<file path="src/rtl/davinci_pkg.sv">
// Shared DaVinci datapath constants and the register-index type used by
// write decode and forwarding logic.
package davinci_pkg;

  localparam int DATA_WIDTH     = 32;
  localparam int REG_ADDR_WIDTH = 5;
  localparam int REG_COUNT      = 32;

  localparam logic [DATA_WIDTH-1:0] REG_RESET_VALUE = 32'h0;

  typedef logic [REG_ADDR_WIDTH-1:0] reg_idx_t;

endpackage

</file>
<file path="src/rtl/reg_file_2r1w_if.sv">
// Port bundle for the 2-read/1-write register file.
// Optional feature macro affecting this bundle's slave: REGFILE_WRITE_BYPASS_EN.
import davinci_pkg::*;

interface reg_file_2r1w_if;
  // READ and WRITE are plain per-cycle strobes with no back-pressure:
  // whatever is presented at a rising edge with the strobe high is taken
  // at that edge, and DATA_R1/DATA_R2 are valid from the following cycle.
  logic                  READ;
  logic                  WRITE;
  reg_idx_t              ADDR_R1;
  reg_idx_t              ADDR_R2;
  reg_idx_t              ADDR_W;
  logic [DATA_WIDTH-1:0] DATA_W;
  logic [DATA_WIDTH-1:0] DATA_R1;
  logic [DATA_WIDTH-1:0] DATA_R2;

  modport master (
    output READ, WRITE, ADDR_R1, ADDR_R2, ADDR_W, DATA_W,
    input  DATA_R1, DATA_R2
  );

  modport slave (
    input  READ, WRITE, ADDR_R1, ADDR_R2, ADDR_W, DATA_W,
    output DATA_R1, DATA_R2
  );

endinterface

</file>
<file path="src/rtl/reg32_ld.sv">
// Word register with load enable and asynchronous active-low clear.
import davinci_pkg::*;

module reg32_ld #(
  parameter int W = DATA_WIDTH
) (
  input  logic         CLK,
  input  logic         RST,
  input  logic         ld,
  input  logic [W-1:0] d,
  output logic [W-1:0] q
);

  always_ff @(posedge CLK or negedge RST) begin
    if (!RST) begin
      q <= REG_RESET_VALUE[W-1:0];
    end else if (ld) begin
      q <= d;
    end
  end

endmodule

</file>
<file path="src/rtl/reg_file_2r1w.sv">
// 32 x 32-bit register file, two registered read ports and one write port.
// Define REGFILE_WRITE_BYPASS_EN for write-first same-cycle reads; default is read-first.
import davinci_pkg::*;

module reg_file_2r1w (
  input  logic             CLK,
  input  logic             RST,
  reg_file_2r1w_if.slave   bus
);

  logic [DATA_WIDTH-1:0] reg_q [1:REG_COUNT-1];
  logic [DATA_WIDTH-1:0] words [0:REG_COUNT-1];
  logic [REG_COUNT-1:1]  wen;
  logic [DATA_WIDTH-1:0] rd1_next;
  logic [DATA_WIDTH-1:0] rd2_next;

  // R0 has no storage; R1..R31 each get a one-hot write enable.
  for (genvar i = 1; i < REG_COUNT; i++) begin : g_regs
    assign wen[i] = bus.WRITE && (bus.ADDR_W == reg_idx_t'(i));

    reg32_ld #(.W(DATA_WIDTH)) u_reg (
      .CLK (CLK),
      .RST (RST),
      .ld  (wen[i]),
      .d   (bus.DATA_W),
      .q   (reg_q[i])
    );
  end

  // Word-select tree input: index 0 is hard zero.
  always_comb begin
    words[0] = REG_RESET_VALUE;
    for (int i = 1; i < REG_COUNT; i++) begin
      words[i] = reg_q[i];
    end
  end

  always_comb begin
    rd1_next = words[bus.ADDR_R1];
    rd2_next = words[bus.ADDR_R2];
`ifdef REGFILE_WRITE_BYPASS_EN
    // Forward write data on an address match; R0 never forwards.
    if (bus.WRITE && (bus.ADDR_W != '0) && (bus.ADDR_W == bus.ADDR_R1)) begin
      rd1_next = bus.DATA_W;
    end
    if (bus.WRITE && (bus.ADDR_W != '0) && (bus.ADDR_W == bus.ADDR_R2)) begin
      rd2_next = bus.DATA_W;
    end
`endif
  end

  reg32_ld #(.W(DATA_WIDTH)) u_out_r1 (
    .CLK (CLK),
    .RST (RST),
    .ld  (bus.READ),
    .d   (rd1_next),
    .q   (bus.DATA_R1)
  );

  reg32_ld #(.W(DATA_WIDTH)) u_out_r2 (
    .CLK (CLK),
    .RST (RST),
    .ld  (bus.READ),
    .d   (rd2_next),
    .q   (bus.DATA_R2)
  );

endmodule

</file>
<file path="src/flat_wrapper.sv">
// flat-port wrapper written by rule: the top's interface ports become plain ports
module reg_file_2r1w_flat 
  (CLK, RST, bus_READ, bus_WRITE, bus_ADDR_R1, bus_ADDR_R2, bus_ADDR_W, bus_DATA_W, bus_DATA_R1, bus_DATA_R2);
  reg_file_2r1w_if bus_i ();
  input  logic CLK;
  input  logic RST;
  input wire logic [$bits(bus_i.READ)-1:0] bus_READ;
  input wire logic [$bits(bus_i.WRITE)-1:0] bus_WRITE;
  input wire logic [$bits(bus_i.ADDR_R1)-1:0] bus_ADDR_R1;
  input wire logic [$bits(bus_i.ADDR_R2)-1:0] bus_ADDR_R2;
  input wire logic [$bits(bus_i.ADDR_W)-1:0] bus_ADDR_W;
  input wire logic [$bits(bus_i.DATA_W)-1:0] bus_DATA_W;
  output wire logic [$bits(bus_i.DATA_R1)-1:0] bus_DATA_R1;
  output wire logic [$bits(bus_i.DATA_R2)-1:0] bus_DATA_R2;
  assign bus_i.READ = bus_READ;
  assign bus_i.WRITE = bus_WRITE;
  assign bus_i.ADDR_R1 = bus_ADDR_R1;
  assign bus_i.ADDR_R2 = bus_ADDR_R2;
  assign bus_i.ADDR_W = bus_ADDR_W;
  assign bus_i.DATA_W = bus_DATA_W;
  assign bus_DATA_R1 = bus_i.DATA_R1;
  assign bus_DATA_R2 = bus_i.DATA_R2;
  reg_file_2r1w u_core (.CLK(CLK), .RST(RST), .bus(bus_i));
endmodule
</file>
<file path="config.mk">
export PLATFORM = sky130hd
export DESIGN_NAME = reg_file_2r1w_flat
export DESIGN_NICKNAME = d
export VERILOG_FILES = /design/src/rtl/davinci_pkg.sv /design/src/rtl/reg_file_2r1w_if.sv /design/src/rtl/reg32_ld.sv /design/src/rtl/reg_file_2r1w.sv /design/src/flat_wrapper.sv
export SDC_FILE = /design/constraint.sdc
export NUM_CORES = 2
export LEC_CHECK = 0
export ABC_AREA = 0
export BUFFER_PORTS_ARGS = -buffer_cell sky130_fd_sc_hd__buf_2
export CORE_MARGIN = 5
export CORE_UTILIZATION = 59
export CTS_BUF_LIST = sky130_fd_sc_hd__clkbuf_4
export DETAILED_ROUTE_END_ITERATION = 6
export PLACE_DENSITY = 0.79
export SLEW_MARGIN = 20
export SYNTH_ARGS = -nofsm -noshare
export SYNTH_HDL_FRONTEND = slang
export SYNTH_SLANG_ARGS = --single-unit
</file>
<file path="constraint.sdc">
create_clock -name CLK -period 1.8 [get_ports CLK]
set_input_delay 0.36 -clock CLK [delete_from_list [all_inputs] [get_ports CLK]]
set_output_delay 0.36 -clock CLK [all_outputs]
set_load 0.005 [all_outputs]
</file>
==> flow_summary.yaml <==
power_and_ir_drop:
  p_leak_nw: 29.72
  fin_total_pwr_mw: 68.26
  cellPowerDensity_nw_per_um2: 1019
  peakVddDrop_mv: 0.5580
critical_path:
  ff2ff_path_depth: 3
  critPathLaunchType: "register"
  reg2reg_from: "u_core.g_regs[31].u_reg.q[24]"
  path_delay_family: "flip-flops"
  cp-startpoint: "u_core.u_out_r2.q[12]"
  crit_required_ns: 1.44
  reg2reg_slack_ns: -0.03
  cp-end-kind: "primary output"
  cp_slowest_cell: "dfrtp_1"
  worst-path-buf-inv: 1
  cp_data_arrival_time_ns: 1.76
  rr_endpoint: "u_core.u_out_r2.q[24]"
  crit_path_max_fanout: 2
  crit_type: "reg2out"
  cpPeakStageDelay_ns: 0.44
  path_cells: "buf_2"
routing:
  vias: 39423
  wl_per_cell_um: 29.83
  ant_nets: 0
  drt_iter0_markers: 3929
  drc: 0
  wirelength_um: 171900
  via_per_inst: 6.843
  firstDrtPassIters: 5
floorplan:
  rows: 112
  core_um2: 93330
  pin_count: 115
  dieHeight_um: 316.7
  die_area_um2: 100300
  initial_utilization_pct: 59.46
  die_w_um: 316.7
synthesis:
  seq_area_frac_synth_pct: 47.62
  async_flop_share_pct: 100.0
  avgSynthCellArea_um2: 14.89
  synth_cell_types: 43
  synthFlopType: "dfrtp_1"
  synthesis.nets: 3779
  ys_ff_latch: 1056
  netlist.area_leader.share_pct: 47.62
  synth-edff-count: 0
  synthTopCellsByArea: "dfrtp_1 48%, mux2_2 22%, mux4_2 17%, mux2i_1 1.7%, clkbuf_1 1.6%"
  syn-cell-area_um2: 55490
  synth_top_cells_by_count: "1102 x mux2_2, 1056 x dfrtp_1, 423 x mux4_2, 242 x clkbuf_1, 96 x mux2i_1"
  synth_cells: 3728
  synth_top_area_cell: "dfrtp_1"
  synth_warnings: 0
  synth_most_common_cell: "mux2_2"
clock_network:
  htreeDepth: 5
  clk_pin_slew_worst_paths_ns: 0.06
  tritoncts: "done"
  cts_buffers: 296
  clock_latency_ns: 1.16
  cts-root-buf: "clkbuf_4"
  cts_sinks: 1056
  ctsLongestPathBuffers: 4
timing:
  hold_viol_final: 0
  fin_crit_sh_pct: 117.7
  worst_pin_slew_ns: 0.8940
  report.final.slew_viol_count: 0
  setup_slack_ns: -0.3180
  worst_clock_skew_ns: 0.08322
  setup_violations: 73
  layout_min_cycle_time_ns: 2.118
  rsz0062_at_grt: "true"
  relSlewSlack_pct: 38.86
  max_freq_ghz: 0.4721
run_status:
  status: "finished with violations"
  violations: "setup timing"
final_layout:
  area_growth_pct: 20.71
  postLayoutCoreUtil_pct: 71.77
  fillCellCount: 5944
  final_net_count: 4374
  drive_above_1_share_pct: 60.99
grt:
  grt_pass1_wl_um: 259300
  grt_max_degree: 74
  grt.overflow.total: 0
  grt_usage_pct: 34.60
  first_global_vias: 41218
  grt_antenna_before_repair: 11
flow_run:
  cap_violations: 0
min_path:
  min_to: "u_core.u_out_r1.q[26]"
  hold_depth: 6
  hp-start: "bus_ADDR_R1[0]"
  hold_class: "in2reg"
place:
  place.port_buffers: 114
  hpwl_um: 112200
  dp_slack_ns: -0.7267
  gp_congestion: 0.9143
==> routing by layer <==
layer	vias up	track usage [%]	part of all wire, %	wire length (um)
li1	15832	-	-	-
met1	20635	46.01	38	65020
met2	2377	53.14	47	80400
met3	579	9.849	10	17560
met4	0	16.89	5.2	8881
met5	-	0	0	0
==> timing repair <==
| action | 4_1_cts | 5_1_grt |
|---|---|---|
| pin swaps | 1 | 14 |
| setup buffers | 23 | 19 |
| resized for setup | 43 | 52 |
| hold buffers | 48 | 0 |
| setup endpoints to repair | 79 | 96 |
| endpoints found under the hold margin | 2110 | 0 |
==> worst max-delay path by stage <==
stage                            endpoint  cells after the start
global placement    u_core.u_out_r2.q[30]                      9
CTS                       bus_DATA_R2[10]                      1
finish                    bus_DATA_R2[12]                      1
detailed placement  u_core.u_out_r2.q[26]                      7
floorplan           u_core.u_out_r2.q[11]                      6
global route              bus_DATA_R2[10]                      1
==> stage by stage <==
stage	hold slack, ns	std cells	area, um^2	TNS, ns
global route	0.04439	5757	66970	-21.55
floorplan	0.06441	3728	56460	-11.73
global placement	0.2350	5195	62360	-66.53
finish	0.1162	5761	66980	-15.41
detailed placement	0.2359	5195	62360	-84.88
CTS	0.001972	5736	66550	-22.13
==> flip-flops by register name (all words and copies together), names as in the netlist <==
register	cells
u_core.g_regs.u_reg.q	992
u_core.u_out_r1.q	32
u_core.u_out_r2.q	32
==> report_power, final <==
part	total [mW]	switching (mW)	leakage (nW)	internal [mW]
Clock	20.8	10.1	2.04	10.7
Sequential	32.0	3.66	13.5	28.4
Combinational	15.5	5.82	14.2	9.65
==> worst reg2reg max path, cell delays in order, from the launching register on <==
cell	delay, ns
dfrtp_1	0.39
mux4_2	0.48
mux4_2	0.55
a311o_1	0.29
==> cell type report <==
class	instances	area, um^2	share of cell area (%)
multi-input combinational	2245	28170	42.06
sequential	1056	26430	39.46
timing repair buffer	701	7330	10.94
clock buffer	410	3078	4.595
tap	1254	1569	2.342
clock inverter	61	286.5	0.4278
inverter	23	87.58	0.1308
antenna	11	27.53	0.04109
==> cell families after synthesis <==
family / share of synthesized area, %
mux: 42.20
flops: 47.62
simple gates: 2.180
compound gates: 4.769
buf+inv: 3.236
==> placed cells by master, fill, tap and decap left out, types with 7 or more instances in the layout <==
cell type,n
mux2_2,1097
dfrtp_1,1049
mux4_2,423
clkbuf_4,410
buf_4,376
buf_12,165
mux2i_1,91
buf_2,89
nor2_1,80
nor2b_1,62
clkinv_1,47
dlygate4sd3_1,47
mux2_1,43
o221ai_1,41
a221oi_1,37
nand2_1,36
a221oi_2,36
a311o_1,30
o31ai_1,29
a211oi_1,25
o21ai_0,22
inv_1,21
o221ai_2,20
buf_6,19
nand2_2,16
a21oi_1,14
a2111oi_0,13
o21ai_1,13
nor2_4,12
o311ai_1,12
diode_2,11
inv_2,9
a2111oi_1,9
and2_1,8
mux2_4,8
nand2b_1,7
dfrtp_2,7
(Power assumes the default switching activity.)
